--- src/rtl/pipe_stage_latch_if.sv ---
// Valid/ready stream bundle carrying one pipeline beat: datapath payload plus
// the control fields that are zeroed to form a bubble.
interface pipe_stage_latch_if #(
   parameter int DATA_W = 128,
   parameter int CTRL_W = 16
);
   logic              valid;
   logic              ready;
   logic [DATA_W-1:0] data;
   logic [CTRL_W-1:0] ctrl;

   modport master (output valid, data, ctrl, input  ready);
   modport slave  (input  valid, data, ctrl, output ready);
endinterface

--- src/rtl/pipe_stage_latch.sv ---
// Parametrised pipeline-stage register with valid/ready handshake, optional
// 2-entry skid buffer, flush, bubble (ctrl=0) output and saturating stall counter.
module pipe_stage_latch #(
   parameter int DATA_W = 128,
   parameter int CTRL_W = 16,
   parameter int SKID   = 1,
   parameter int CNT_W  = 16
) (
   input  logic               CLK,
   input  logic               nRST,
   input  logic               flush,
   pipe_stage_latch_if.slave  up,
   pipe_stage_latch_if.master dn,
   output logic [1:0]         occupancy,
   output logic [CNT_W-1:0]   stall_cnt
);
   typedef enum logic [1:0] {
      S_EMPTY = 2'd0,
      S_ONE   = 2'd1,
      S_TWO   = 2'd2
   } state_t;

   state_t            r_state, w_next;
   logic [DATA_W-1:0] r_main_d, r_skid_d;
   logic [CTRL_W-1:0] r_main_c, r_skid_c;
   logic [CNT_W-1:0]  r_cnt;

   logic w_in_ready, w_out_valid, w_acc, w_take;
   logic w_ld_main_in, w_ld_main_skid, w_ld_skid_in;

   // With the skid entry, ready depends only on state so upstream sees a
   // registered signal; without it, ready passes downstream ready through.
   generate
      if (SKID != 0) begin : g_skid
         assign w_in_ready = (r_state != S_TWO);
      end else begin : g_noskid
         assign w_in_ready = (r_state == S_EMPTY) | dn.ready;
      end
   endgenerate

   assign w_out_valid = (r_state != S_EMPTY);
   assign w_acc       = up.valid & w_in_ready;
   assign w_take      = w_out_valid & dn.ready;

   always_comb begin
      w_next         = r_state;
      w_ld_main_in   = 1'b0;
      w_ld_main_skid = 1'b0;
      w_ld_skid_in   = 1'b0;
      case (r_state)
         S_EMPTY: begin
            if (w_acc) begin
               w_next       = S_ONE;
               w_ld_main_in = 1'b1;
            end
         end
         S_ONE: begin
            if (w_acc && w_take) begin
               w_ld_main_in = 1'b1;
            end else if (w_acc && SKID != 0) begin
               w_next       = S_TWO;
               w_ld_skid_in = 1'b1;
            end else if (w_take) begin
               w_next = S_EMPTY;
            end
         end
         S_TWO: begin
            if (w_take) begin
               w_next         = S_ONE;
               w_ld_main_skid = 1'b1;
            end
         end
         default: w_next = S_EMPTY;
      endcase
      // Flush kills held entries and the incoming beat alike.
      if (flush) begin
         w_next         = S_EMPTY;
         w_ld_main_in   = 1'b0;
         w_ld_main_skid = 1'b0;
         w_ld_skid_in   = 1'b0;
      end
   end

   always_ff @(posedge CLK or negedge nRST) begin
      if (!nRST) begin
         r_state  <= S_EMPTY;
         r_main_d <= '0;
         r_main_c <= '0;
         r_skid_d <= '0;
         r_skid_c <= '0;
      end else begin
         r_state <= w_next;
         if (flush) begin
            r_main_d <= '0;
            r_main_c <= '0;
            r_skid_d <= '0;
            r_skid_c <= '0;
         end else begin
            if (w_ld_main_in) begin
               r_main_d <= up.data;
               r_main_c <= up.ctrl;
            end else if (w_ld_main_skid) begin
               r_main_d <= r_skid_d;
               r_main_c <= r_skid_c;
            end
            if (w_ld_skid_in) begin
               r_skid_d <= up.data;
               r_skid_c <= up.ctrl;
            end
         end
      end
   end

   always_ff @(posedge CLK or negedge nRST) begin
      if (!nRST) begin
         r_cnt <= '0;
      end else if (w_out_valid && !dn.ready && r_cnt != {CNT_W{1'b1}}) begin
         r_cnt <= r_cnt + CNT_W'(1);
      end
   end

   assign up.ready  = w_in_ready;
   assign dn.valid  = w_out_valid;
   assign dn.data   = r_main_d;
   assign dn.ctrl   = w_out_valid ? r_main_c : '0;
   assign occupancy = r_state;
   assign stall_cnt = r_cnt;
endmodule

--- src/flat_wrapper.sv ---
// flat-port wrapper written by rule: the top's interface ports become plain ports
module pipe_stage_latch_flat 
#(
   parameter int DATA_W = 128,
   parameter int CTRL_W = 16,
   parameter int SKID   = 1,
   parameter int CNT_W  = 16
)
  (CLK, nRST, flush, occupancy, stall_cnt, up_valid, up_data, up_ctrl, up_ready, dn_valid, dn_data, dn_ctrl, dn_ready);
  pipe_stage_latch_if #(.DATA_W(DATA_W), .CTRL_W(CTRL_W)) up_i ();
  pipe_stage_latch_if #(.DATA_W(DATA_W), .CTRL_W(CTRL_W)) dn_i ();
  input  logic CLK;
  input  logic nRST;
  input  logic flush;
  output logic [1:0] occupancy;
  output logic [CNT_W-1:0] stall_cnt;
  input wire logic [$bits(up_i.valid)-1:0] up_valid;
  input wire logic [$bits(up_i.data)-1:0] up_data;
  input wire logic [$bits(up_i.ctrl)-1:0] up_ctrl;
  output wire logic [$bits(up_i.ready)-1:0] up_ready;
  output wire logic [$bits(dn_i.valid)-1:0] dn_valid;
  output wire logic [$bits(dn_i.data)-1:0] dn_data;
  output wire logic [$bits(dn_i.ctrl)-1:0] dn_ctrl;
  input wire logic [$bits(dn_i.ready)-1:0] dn_ready;
  assign up_i.valid = up_valid;
  assign up_i.data = up_data;
  assign up_i.ctrl = up_ctrl;
  assign up_ready = up_i.ready;
  assign dn_valid = dn_i.valid;
  assign dn_data = dn_i.data;
  assign dn_ctrl = dn_i.ctrl;
  assign dn_i.ready = dn_ready;
  pipe_stage_latch #(.DATA_W(DATA_W), .CTRL_W(CTRL_W), .SKID(SKID), .CNT_W(CNT_W)) u_core (.CLK(CLK), .nRST(nRST), .flush(flush), .up(up_i), .dn(dn_i), .occupancy(occupancy), .stall_cnt(stall_cnt));
endmodule
--- config.mk ---
export PLATFORM = sky130hd
export DESIGN_NAME = pipe_stage_latch_flat
export DESIGN_NICKNAME = d
export VERILOG_FILES = /design/src/rtl/pipe_stage_latch_if.sv /design/src/rtl/pipe_stage_latch.sv /design/src/flat_wrapper.sv
export SDC_FILE = /design/constraint.sdc
export NUM_CORES = 1
export LEC_CHECK = 0
export CAP_MARGIN = 0
export CORE_MARGIN = 2
export CORE_UTILIZATION = 30
export CTS_CLUSTER_DIAMETER = 150
export DETAILED_ROUTE_END_ITERATION = 7
export DONT_BUFFER_PORTS = 1
export SYNTH_ARGS = -nofsm -noshare
export SYNTH_HDL_FRONTEND = slang
export SYNTH_SLANG_ARGS = --single-unit
export TNS_END_PERCENT = 100
--- constraint.sdc ---
create_clock -name CLK -period 2.1 [get_ports CLK]
set_input_delay 0.21 -clock CLK [delete_from_list [all_inputs] [get_ports CLK]]
set_output_delay 0.21 -clock CLK [all_outputs]
set_load 0.02 [all_outputs]
==> results of run 1 <==
==> kinds of logic (layout without fill, tap and decap cells) <==
group           Yosys count  after routing  synth area share, %
fa+ha+maj                 1              1              0.09833
other cells               0              2                    0
buf+inv                  83            260                3.649
flops                   306            306                60.19
compound gates          295            295                16.15
xor+xnor                 14             14               0.9638
mux                     146            146                11.50
simple gates            210            210                7.455
==> registers in the layout, indices dropped and copies added, names as in the netlist <==
name / flops
u_core.stall_cnt: 16
u_core.occupancy: 2
u_core.r_main_c: 16
u_core.r_skid_c: 16
u_core.dn.data: 128
u_core.r_skid_d: 128
==> report_power, final <==
| part | total (mW) | leakage (nW) | switching [mW] | internal, mW |
|---|---|---|---|---|
| Combinational | 1.26 | 2.36 | 0.670 | 0.587 |
| Sequential | 6.55 | 4.21 | 0.397 | 6.15 |
| Clock | 6.20 | 0.574 | 2.42 | 3.79 |
| Total | 14.0 | 7.15 | 3.48 | 10.5 |
==> routing by layer <==
layer	part of all wire [%]	GRT usage [%]
met1	41	18.33
met2	48	24.83
met3	7.9	5.110
met4	3.3	6.530
met5	0	0
==> how the worst min path moves through the flow <==
stage / from / to / slack (ns) / cells after the start
3_5_place_dp: nRST / u_core.dn.data[85]$_DFFE_PN0P_ / -0.08 / 0
4_1_cts: nRST / u_core.dn.data[89]$_DFFE_PN0P_ / -0.68 / 0
5_1_grt: nRST / u_core.r_skid_d[78]$_DFFE_PN0P_ / -0.66 / 0
6_report: nRST / u_core.r_skid_d[78]$_DFFE_PN0P_ / -0.63 / 0
2_1_floorplan: nRST / u_core.dn.data[0]$_DFFE_PN0P_ / -0.09 / 0
3_3_place_gp: nRST / u_core.dn.data[85]$_DFFE_PN0P_ / -0.08 / 0
==> final cells by class <==
cell class	count	area share, %
clock inverter	8	0.8279
inverter	2	0.04643
timing repair buffer	200	12.59
multi-input combinational	666	28.59
tap	539	4.171
sequential	306	47.35
antenna	2	0.03095
clock buffer	50	6.391
==> critical path, delay by kind of cell (launching register included) <==
| family | cells | cell delay, ns |
|---|---|---|
| flip-flops | 1 | 0.45 |
| AO/OA/AOI/OAI | 1 | 0.08 |
| buffers and inverters | 2 | 0.47 |
| AND/OR/NAND/NOR | 2 | 0.50 |
| multiplexers | 1 | 0.25 |
==> synth_stat cells <==
master    count  area share (%)
nor2_2        1           0.049
nand2b_1      1           0.049
buf_2        17            0.67
dfrtp_1     306              60
buf_4        17             1.0
buf_6         9            0.80
nand2_1     150             4.4
o22a_1        1           0.069
inv_1         2           0.059
mux2i_1     145              11
xor2_1       13            0.89
o21ai_1     144             5.7
a221oi_4      1            0.21
a22o_1      144             9.9
a21oi_1       2           0.079
a21oi_2       1           0.069
nor2_1        8            0.24
ha_1          1           0.098
mux2_1        1           0.089
nor4_4        1            0.17
nor3_1        5            0.20
or2_1         1           0.049
nand4_1       3            0.15
or4b_1        1           0.079
nor4b_1       2            0.14
nor2b_1      17            0.84
nand3_1       5            0.20
and4_1        2            0.14
nor4bb_1      1           0.079
nor4_1        3            0.15
nor2b_2       1           0.069
o21bai_1      1           0.059
clkbuf_1     38             1.1
a2111o_1      1           0.089
xnor2_1       1           0.069
nor3b_1       3            0.18
and3_1        4            0.20
and2b_4       1           0.079
==> timing repair <==
item | in CTS | in global routing
gates resized for setup | 1 | 1
endpoints found under the hold margin | 596 | 306
endpoints found under the setup margin | 6 | 14
==> results.sh, run 1 <==
export IMPL_status="finished with violations"
export IMPL_failed_checks="hold timing"
export IMPL_postSynthCellCount=1055
export IMPL_cts_tree="built"
export IMPL_grt_setup_unrepaired="no"
export IMPL_syn2layout_area_growth_pct=27.10
export IMPL_crit_chain="and2b_4 -> nor3b_2 -> buf_4 -> buf_12 -> mux2i_1 -> o21ai_1"
export IMPL_synth_nets=1205
export IMPL_hold_viol=306
export IMPL_slew_violations=0
export IMPL_layout_common_cells="dfrtp_1 (306), nand2_1 (150), dlygate4sd3_1 (147)"
export IMPL_p_leak_nw=7.149
export IMPL_fin_cells=1773
export IMPL_worstPathArrival_ns=2.32
export IMPL_synth_cell_types=38
export IMPL_final_antenna_net_count=0
export IMPL_num_rows=75
export IMPL_cts_root_buf="clkbuf_16"
export IMPL_crit_start="u_core.occupancy[0]$_DFFE_PN0P_"
export IMPL_drt_pre_antenna_iters=4
export IMPL_period_share_pct=91.83
export IMPL_worstSetupStartpointType="register"
export IMPL_start_util_pct=30.33
export IMPL_final_setup_viol_count=0
export IMPL_clock_latency_ns=0.53
export IMPL_rr_startpoint="u_core.occupancy[0]$_DFFE_PN0P_"
export IMPL_power_density_nw_per_um2=866.3
export IMPL_clk_pin_slew_worst_paths_ns=0.06
export IMPL_via_per_inst=5.070
export IMPL_whs_ns=-0.6275
export IMPL_fin_tns_setup_ns=0
export IMPL_ir_worst_vdd_uv=554.7
export IMPL_seqCellArea_sq_um=7657
export IMPL_wl_per_cell_microns=18.98
export IMPL_grt_total_usage_pct=15.19
export IMPL_fin_nets=1361
export IMPL_vias=8989
export IMPL_endpoint="u_core.dn.data[40]$_DFFE_PN0P_"
export IMPL_max_cap_viol_count=0
export IMPL_critPathKind="reg -> reg"
export IMPL_relSlewSlack_pct=60.20
export IMPL_die_w_microns=209.9
export IMPL_boundaryPins=313
export IMPL_place_hpwl_mm=19.81
export IMPL_drc=0
export IMPL_die_area_sq_um=44070
export IMPL_final_core_util_pct=38.55
export IMPL_drtIter0Drc=616
export IMPL_fin_skew_ns=0.01904
export IMPL_port_buffers=0
export IMPL_place_ws_ns=0.2103
export IMPL_grt_pass1_wl_mm=53.90
export IMPL_design_area_sq_um=16170
export IMPL_r2r_setup_slack_ns=0.17
export IMPL_final_common_cell="dfrtp_1"
export IMPL_rr_worst_depth=6
export IMPL_report_power_total_mw=14.01
export IMPL_htree_levels=2
export IMPL_fill_cells=3961
export IMPL_cts_max_path_buffers=3
export IMPL_overflow=0
export IMPL_ys_seq_elements=306
export IMPL_tightest_slew_ns=0.5971
export IMPL_core_area_sq_um=41950
export IMPL_path_max_fanout=27
export IMPL_yosysSeqAreaShare_pct=60.19
export IMPL_die_h_microns=209.9
export IMPL_antenna_found_initial=2
export IMPL_placed_cell_area_sq_um=13520
export IMPL_dp_cells=1566
export IMPL_worstPathRequired_ns=2.49
export IMPL_grt_max_degree=307
export IMPL_crit_slowest_cell="dfrtp_1"
export IMPL_ys_warn_count=0
export IMPL_final_setup_worst_slack_ns=0.1715
export IMPL_grt_pass1_vias=9663
export IMPL_clock_sinks=306
export IMPL_syn_avg_cell_area_sq_um=12.06
export IMPL_max_freq_ghz=0.5185
export IMPL_cpPeakStageDelay_ns=0.45
export IMPL_routed_wl_mm=33.65
export IMPL_end_kind="register"
export IMPL_post_cts_setup_buffers=0
export IMPL_gp_congestion=0.7847
export IMPL_min_path_type="in -> async"
export IMPL_cts_buffers=35
export IMPL_period_needed_ns=1.929
export IMPL_netlist_area_sq_um=12720
export IMPL_drive_gt1_share_pct=9.253
export IMPL_multi_input_area_sq_um=4623
export IMPL_ctsHoldBuffers=147
export IMPL_r2r_end="u_core.dn.data[40]$_DFFE_PN0P_"
(Power assumes the default switching activity.)
==> inputs of run 2 (changes only) <==
--- a/config.mk
+++ b/config.mk
@@ -11,6 +11,7 @@
 export CTS_CLUSTER_DIAMETER = 150
 export DETAILED_ROUTE_END_ITERATION = 7
 export DONT_BUFFER_PORTS = 1
+export GPL_ROUTABILITY_DRIVEN = 0
 export SYNTH_ARGS = -nofsm -noshare
 export SYNTH_HDL_FRONTEND = slang
 export SYNTH_SLANG_ARGS = --single-unit
==> results of run 2 <==
Final layout, timing and power as in run 1 (identical DEF).
